`config.mk`:
```
export PLATFORM = sky130hd
export DESIGN_NAME = apple_video_fetch
export DESIGN_NICKNAME = d
export VERILOG_FILES = /design/src/rtl/apple_video_fetch.sv
export SDC_FILE = /design/constraint.sdc
export NUM_CORES = 1
export LEC_CHECK = 0
export CORE_MARGIN = 4
export CORE_UTILIZATION = 35
export CTS_BUF_LIST = sky130_fd_sc_hd__clkbuf_4
export DETAILED_ROUTE_END_ITERATION = 8
export PLACE_DENSITY = 0.62
export SKIP_CTS_REPAIR_TIMING = 1
export SLEW_MARGIN = 40
export SYNTH_ARGS = -nofsm -noshare
export SYNTH_HDL_FRONTEND = slang
export SYNTH_SLANG_ARGS = --single-unit
```
`constraint.sdc`:
```
create_clock -name clk_logic -period 5.77 [get_ports clk_logic]
set_input_delay 0.577 -clock clk_logic [delete_from_list [all_inputs] [get_ports clk_logic]]
set_output_delay 0.577 -clock clk_logic [all_outputs]
set_load 0.02 [all_outputs]
```
`src/rtl/apple_video_fetch.sv`:
```
// apple_video_fetch
//   Fetches one Apple II scanline (40 bytes, as 20 x 32-bit words) from a
//   shadow memory read port. The words go into a 4-entry first-word-fall-through
//   FIFO that feeds a ready/valid stream.
//
//   Each word takes two cycles. In ISSUE the address is presented. In CAPTURE
//   the address is held, and the read data, which arrives one cycle after the
//   address, is pushed into the FIFO. While the FIFO is full, the fetcher waits
//   in ISSUE with the read request low.
//
// Ports
//   clk_logic        in   1  clock (rising edge)
//   system_reset_n   in   1  asynchronous active-low reset
//   start_i          in   1  one-cycle request to fetch a scanline
//   line_i           in   8  scanline 0..191
//   text_mode_i      in   1  soft switch TEXT
//   hires_mode_i     in   1  soft switch HIRES
//   page2_i          in   1  soft switch PAGE2
//   mixed_i          in   1  soft switch MIXED (used only with the option below)
//   video_address_o  out 16  shadow memory address
//   video_rd_o       out  1  shadow memory read request
//   video_data_i     in  32  shadow memory read data (one-cycle latency)
//   word_o           out 32  stream data (FIFO head)
//   word_valid_o     out  1  stream valid
//   word_ready_i     in   1  stream ready
//   word_last_o      out  1  marks the 20th word of a line
//   busy_o           out  1  high from an accepted start to the last accept
//
// Build option
//   APPLE_VIDEO_FETCH_MIXED_EN : when defined, lines 160-191 use text
//   addressing if mixed_i=1. When undefined, mixed_i is ignored.
`timescale 1ns/1ps

module apple_video_fetch (
  input  logic        clk_logic,
  input  logic        system_reset_n,
  input  logic        start_i,
  input  logic [7:0]  line_i,
  input  logic        text_mode_i,
  input  logic        hires_mode_i,
  input  logic        page2_i,
  input  logic        mixed_i,
  output logic [15:0] video_address_o,
  output logic        video_rd_o,
  input  logic [31:0] video_data_i,
  output logic [31:0] word_o,
  output logic        word_valid_o,
  input  logic        word_ready_i,
  output logic        word_last_o,
  output logic        busy_o
);

  typedef enum logic [1:0] {
    IDLE    = 2'd0,
    ISSUE   = 2'd1,
    CAPTURE = 2'd2,
    DRAIN   = 2'd3
  } state_t;

  localparam logic [4:0] LAST_WORD = 5'd19;

  state_t      state_q, state_d;
  logic [15:0] addr_q, addr_d;
  logic [4:0]  wcnt_q, wcnt_d;

  logic [32:0] fifo_mem [4];
  logic [1:0]  wr_ptr_q, wr_ptr_d;
  logic [1:0]  rd_ptr_q, rd_ptr_d;
  logic [2:0]  cnt_q, cnt_d;

  logic        start_ok;
  logic        fifo_full;
  logic        fifo_empty;
  logic        push;
  logic        pop;
  logic        last_capture;
  logic [32:0] head;

  // ---------------------------------------------------------------------------
  // Base address of the requested line. It is computed from the live inputs
  // and sampled into addr_q only on an accepted start, so that later switch
  // changes do not affect a line that is already being fetched.
  // ---------------------------------------------------------------------------
  logic        mixed_region;
  logic        use_hires;
  logic [15:0] text_base;
  logic [15:0] hires_base;
  logic [15:0] base;
  logic [1:0]  third;   // line/64 == row/8

`ifdef APPLE_VIDEO_FETCH_MIXED_EN
  assign mixed_region = mixed_i && (line_i >= 8'd160);
`else
  logic unused_mixed;
  assign unused_mixed = mixed_i;
  assign mixed_region = 1'b0;
`endif

  assign third     = line_i[7:6];
  assign use_hires = hires_mode_i && !text_mode_i && !mixed_region;

  // 0x28 * third is formed as (third << 5) + (third << 3).
  assign text_base  = (page2_i ? 16'h0800 : 16'h0400)
                    + {6'd0, line_i[5:3], 7'd0}
                    + {9'd0, third, 5'd0} + {11'd0, third, 3'd0};
  assign hires_base = (page2_i ? 16'h4000 : 16'h2000)
                    + {3'd0, line_i[2:0], 10'd0}
                    + {6'd0, line_i[5:3], 7'd0}
                    + {9'd0, third, 5'd0} + {11'd0, third, 3'd0};
  assign base       = use_hires ? hires_base : text_base;

  assign start_ok     = (state_q == IDLE) && start_i && (line_i < 8'd192);
  assign fifo_full    = (cnt_q == 3'd4);
  assign fifo_empty   = (cnt_q == 3'd0);
  assign push         = (state_q == CAPTURE);
  assign pop          = !fifo_empty && word_ready_i;
  assign last_capture = push && (wcnt_q == LAST_WORD);
  assign head         = fifo_mem[rd_ptr_q];

  // ---------------------------------------------------------------------------
  // FSM: state register
  // ---------------------------------------------------------------------------
  always_ff @(posedge clk_logic or negedge system_reset_n) begin
    if (!system_reset_n) begin
      state_q <= IDLE;
    end else begin
      state_q <= state_d;
    end
  end

  // ---------------------------------------------------------------------------
  // FSM: next state
  // ---------------------------------------------------------------------------
  always_comb begin
    state_d = state_q;
    unique case (state_q)
      IDLE:    if (start_ok) state_d = ISSUE;
      ISSUE:   if (!fifo_full) state_d = CAPTURE;
      CAPTURE: state_d = (wcnt_q == LAST_WORD) ? DRAIN : ISSUE;
      DRAIN:   if (pop && head[32]) state_d = IDLE;
      default: state_d = IDLE;
    endcase
  end

  // ---------------------------------------------------------------------------
  // FSM: outputs
  // ---------------------------------------------------------------------------
  always_comb begin
    video_rd_o = 1'b0;
    busy_o     = 1'b1;
    unique case (state_q)
      IDLE:    busy_o     = 1'b0;
      ISSUE:   video_rd_o = !fifo_full;
      CAPTURE: video_rd_o = 1'b1;
      DRAIN:   video_rd_o = 1'b0;
      default: busy_o     = 1'b0;
    endcase
  end

  // ---------------------------------------------------------------------------
  // Address and word counter. After a capture, the address advances by two
  // columns, except after the last capture, where it keeps the final address.
  // ---------------------------------------------------------------------------
  always_comb begin
    addr_d = addr_q;
    wcnt_d = wcnt_q;
    if (start_ok) begin
      addr_d = base;
      wcnt_d = 5'd0;
    end else if (push) begin
      wcnt_d = wcnt_q + 5'd1;
      if (!last_capture) addr_d = addr_q + 16'd2;
    end
  end

  always_ff @(posedge clk_logic or negedge system_reset_n) begin
    if (!system_reset_n) begin
      addr_q <= 16'd0;
      wcnt_q <= 5'd0;
    end else begin
      addr_q <= addr_d;
      wcnt_q <= wcnt_d;
    end
  end

  assign video_address_o = addr_q;

  // ---------------------------------------------------------------------------
  // Output FIFO: 4 x {last, data}, first-word-fall-through. The fetcher never
  // enters CAPTURE while the FIFO is full, so a push always finds a free entry.
  // ---------------------------------------------------------------------------
  always_comb begin
    wr_ptr_d = push ? wr_ptr_q + 2'd1 : wr_ptr_q;
    rd_ptr_d = pop  ? rd_ptr_q + 2'd1 : rd_ptr_q;
    cnt_d    = cnt_q;
    if (push && !pop) cnt_d = cnt_q + 3'd1;
    else if (!push && pop) cnt_d = cnt_q - 3'd1;
  end

  always_ff @(posedge clk_logic or negedge system_reset_n) begin
    if (!system_reset_n) begin
      wr_ptr_q <= 2'd0;
      rd_ptr_q <= 2'd0;
      cnt_q    <= 3'd0;
    end else begin
      wr_ptr_q <= wr_ptr_d;
      rd_ptr_q <= rd_ptr_d;
      cnt_q    <= cnt_d;
    end
  end

  // The storage has no reset. The outputs below are masked while the FIFO is
  // empty, so stale entries are never visible.
  always_ff @(posedge clk_logic) begin
    if (push) fifo_mem[wr_ptr_q] <= {last_capture, video_data_i};
  end

  assign word_valid_o = !fifo_empty;
  assign word_o       = fifo_empty ? 32'd0 : head[31:0];
  assign word_last_o  = !fifo_empty && head[32];

endmodule

```
Word level (Yosys, flattened, before mapping)
Memory sizes are Yosys's and may differ from the RTL's.
Index checks and enable logic that the tools add are counted.

word-level totals
  bits in registers = 30
  RAM bits = 132
  input port bits = 48
  output and inout port bits = 52
  word-level logic and storage cells = 70
  memories = 1

operators by class
  $add $sub $neg = 13
  $lt $le $gt $ge = 1
  equality and inequality tests = 9
  muxes and demuxes = 20
  reductions and logical operators = 20

memories
  name      words  bits a word  rd ports  clocked after Yosys merged registers in  wr ports  line  RTL
  fifo_mem  4      33           1         0                                        1         66    logic [32:0] fifo_mem [4];

operators by type and width
  operator                                                         number
  16-bit 2-to-1 mux                                                4
  32-bit 2-to-1 mux                                                1
  15-bit by 13-bit adder with 16-bit output                        1
  16-bit by 10-bit adder with 16-bit output                        1
  16-bit by 2-bit adder with 16-bit output, second input constant  1
  16-bit by 5-bit adder with 16-bit output                         1
  16-bit by 7-bit adder with 16-bit output                         1
  14-bit by 5-bit adder with 15-bit output                         1
  15-bit 2-to-1 mux                                                1
  13-bit by 7-bit adder with 14-bit output                         1
  12-bit by 10-bit adder with 13-bit output                        1
  12-bit 2-to-1 mux                                                1
  5-bit 2-to-1 mux                                                 2
  1-bit logical AND                                                9
  8-bit less-than comparator, second input constant                1
  2-bit 2-to-1 mux                                                 4
  2-bit != test, second input constant                             4
  2-bit one-hot mux with 4 select lines                            1
  3-bit 2-to-1 mux                                                 2
  5-bit by 1-bit adder with 5-bit output, second input constant    1
  5-bit == test, second input constant                             1
  1-bit zero test                                                  5
  2-bit by 1-bit adder with 2-bit output, second input constant    2
  2-bit == test, second input constant                             2
  other kinds (11)                                                 14

Depth between registers and ports, before layout
  depth in word-level cells = 7
  depth in mapped cells = 9
  depth with buffers taken out = 8

Worst setup path after synthesis
Ideal clock, no wire load.

  kind = register to register
  from = reg state_q[0]
  to = mem fifo_mem[0][0] (enable)
  data arrival time = 2.142 ns
  required time = 5.377 ns
  slack = 3.235 ns
  cell stages (with the launch flop) = 6
  path buffers = 2
  path through = dfrtp_1 inv_1 ha_1 clkbuf_1 buf_1 and2_1

between the ends
  word-level cells in the longest chain between the ends = 3

ends and longest elaborated chain
  element                                 line  RTL
  start: declaration                      62    state_t state_q, state_d;
  start signal: assignment                127   state_q <= state_d;
  2-bit == test                           115   assign push = (state_q == CAPTURE);
  1-bit 2-to-1 mux                        215   if (push) fifo_mem[wr_ptr_q] <= {last_capture, video_data_i};
  1-bit 2-to-1 mux (implied by the code)  215
  end: declaration                        66

Every way passes these cells.

Worst setup path after layout
  from = reg rd_ptr_q[0]
  to = out word_o[23]

between the ends
  word-level cells in the longest chain between the ends = 2

ends and longest elaborated chain
  element                   line  RTL
  start: declaration        68    logic [1:0] rd_ptr_q, rd_ptr_d;
  start signal: assignment  207   rd_ptr_q <= rd_ptr_d;
  memory read 4 x 33 bit    --
  32-bit 2-to-1 mux         219   assign word_o = fifo_empty ? 32'd0 : head[31:0];
  end: declaration          46    output logic [31:0] word_o,

Every way passes these cells.

==> out/metrics.yaml <==
seqPwrFrac_pct: 40.9
seq_area_frac_synth_pct: 69.7
slowest_delay_ns: 0.59
p_comb_share_pct: 43.0
clkTransAtPathRegs_ns: 0.14
antenna_found_initial: 0
startpoint_type: "register"
grt_pass1_vias: 3988
status: "complete, no violations"
num_vias: 3721
drt-initial-drc-count: 183
finalHoldViolCount: 0
finalPower_mw: 4.20
port_buffers: 97
yosys-mux-area-fraction_pct: 11.8
area_growth_pct: 23.1
worstPathRequired_ns: 5.19
seqCellArea_mm2: 0.00469
grt.overflow.total: 0
nNetsFinal: 554
gr-usage-all-layers_pct: 13.0
multi_input_area_mm2: 0.00193
clk_latency_ns: 0.54
cts_root_buf: "clkbuf_4"
synth-xor-area-share_pct: 2.21
power.internal_mw: 2.70
worstMarginPinSlew_ns: 0.785
grt_pass1_wl_um: 21600
hold_path.class: "in -> async"
finalSetupTns_ns: 0
rsz0062_at_grt: "false"
maxSlewViolCount: 0
synthArstFlopShare_pct: 18.0
max_cap_violations: 0
crit_path_end_kind: "primary output"
p_leak_nw: 2.79
rows: 50
antenna_cells: 0
clkPwrFrac_pct: 16.2
cellPowerDensity_mw_per_mm2: 507
worstSetupPathType: "reg -> out"
switchingPower_mw: 1.50
path_max_fanout: 35
fin_skew_ns: 0.0165
layout-drive-gt1-share_pct: 17.0
io_pins: 100
ant_nets: 0
synth_top_area_share_pct: 58.9
syn_nets: 453
synth_cells: 392
synthSimpleGateAreaFrac_pct: 8.96
die_w_um: 147
h-tree-depth: 4
cts_tree: "done"
avgSynthCellArea_um2: 17.2
synth_seq_cells: 161
initial_core_util_pct: 35.7
avgViaCountPerCell: 4.86
numCtsBuffers: 17
crit_path_top_delay_cell: "mux4_2"
synthDistinctLibCells: 49
max-vdd-ir-drop_mv: 0.211
yosysMostFrequentCell: "edfxtp_1"
wl_um: 13500
drc_errors: 0
num-fill-cells: 1654
synth.cell_area_mm2: 0.00673
layout_min_cycle_time_ns: 3.38
die_y_um: 147
coreArea_mm2: 0.0188
clockBufferDepth: 2
dr.pass1.iters: 4
synthTopCellsByArea: "edfxtp_1 (59%), mux4_2 (11%), dfrtp_1 (11%)"
synth_top_family_by_area: "multiplexers"
synth_flop_cell: "edfxtp_1"
path_cells: "buf_4 > mux4_2 > and2_1 > clkdlybuf4s50_1"
yosysWarnings: 0
synth_compound_area_share_pct: 2.90
drt-wirelength-per-cell_um: 17.6
synthAdderAreaFrac_pct: 2.53
cts_sinks: 161
fin_crit_sh_pct: 58.5
synth_edf_count: 132
slew_headroom_pct: 47.7
synth_commonest_cells: "edfxtp_1 (132), and2_1 (37), mux4_2 (33)"
critPathArrivalTime_ns: 2.80
fmaxAchievable_ghz: 0.296
die-area_mm2: 0.0215
synth_top_area_cell: "edfxtp_1"
switching_share_pct: 35.7
gp_congestion: 0.800
dpl.hpwl_um: 8130
grt_max_degree: 38
setup_viol: 0
-- stage by stage --
stage	setup slack, ns	hold WS (ns)	utilization, %	area [µm²]	std cells
2_1_floorplan	3.23	0.281	-	6730	392
3_3_place_gp	2.89	0.504	42.4	7980	734
3_5_place_dp	2.89	0.519	42.4	7990	734
4_1_cts	2.26	0.379	44.0	8280	766
5_1_grt	2.15	0.382	44.0	8280	766
6_report	2.39	0.435	44.0	8280	766
-- metal layers --
layer	wire (µm)	track usage [%]	vias up
met4	63	3.43	0
met1	5920	16.7	1878
met2	6600	21.1	119
met3	867	4.44	6
li1	-	-	1718
met5	0	0	-
-- registers in the layout, summed over array words and instances (netlist names) --
register and cells:
wr_ptr_q 2, wcnt_q 5, video_address_o 15, state_q 2, fifo_mem 132, rd_ptr_q 2
cnt_q 3
-- power groups by stage --
stage               Combinational, mW  Sequential, mW  Clock [mW]
global route                     1.96            1.75       0.763
global placement                 1.83            1.73           0
CTS                              1.85            1.72       0.703
floorplan                        1.12            1.70           0
detailed placement               1.84            1.75           0
finish                           1.81            1.72       0.679
-- kinds of logic after synthesis --
kind of cell             count (synthesis)
AO/OA/AOI/OAI                           29
buffers and inverters                   31
adder cells (fa/ha/maj)                 13
flip-flops                             161
XOR/XNOR                                17
AND/OR/NAND/NOR                        102
multiplexers                            38
other                                    1
-- path summary, 6_finish.rpt --
kind                       slack, ns                               to  cells past startpoint                     from
setup reg to reg                3.11  video_address_o[14]$_DFFE_PN0P_                      6   state_q[0]$_DFFE_PN0P_
min in group clk_logic          0.53             cnt_q[2]$_DFFE_PN0P_                      1     cnt_q[2]$_DFFE_PN0P_
max in group asynchronous       5.01          rd_ptr_q[1]$_DFFE_PN0P_                      2           system_reset_n
hold / removal                  0.44   video_address_o[8]$_DFFE_PN0P_                      2           system_reset_n
setup / recovery                2.39                       word_o[23]                      4  rd_ptr_q[0]$_DFFE_PN0P_
hold reg to reg                 0.53             cnt_q[2]$_DFFE_PN0P_                      1     cnt_q[2]$_DFFE_PN0P_
-- layout by cell type (no fill, tap or decap), drive strengths merged, types with 9 or more instances in the layout --
master	n
xnor2	9
and2	38
dfrtp	29
ha	12
mux4	33
edfxtp	132
clkbuf	18
nand2	13
inv	16
clkdlybuf4s50	97
nor2	15
-- worst max-delay path: cells and delay by family (launching register included) --
kind / cells / cell delay, ns
simple gates: 1 / 0.19
flops: 1 / 0.36
buf+inv: 2 / 1.12
mux: 1 / 0.59
-- area by class of cell --
cell class	instances	share of cell area [%]
tap	260	3.93
multi-input combinational	200	23.2
sequential	161	56.7
inverter	12	0.544
clock buffer	18	1.63
timing repair buffer	101	12.1
clock inverter	14	1.89
Note: power is estimated with default switching activity, not from simulation.
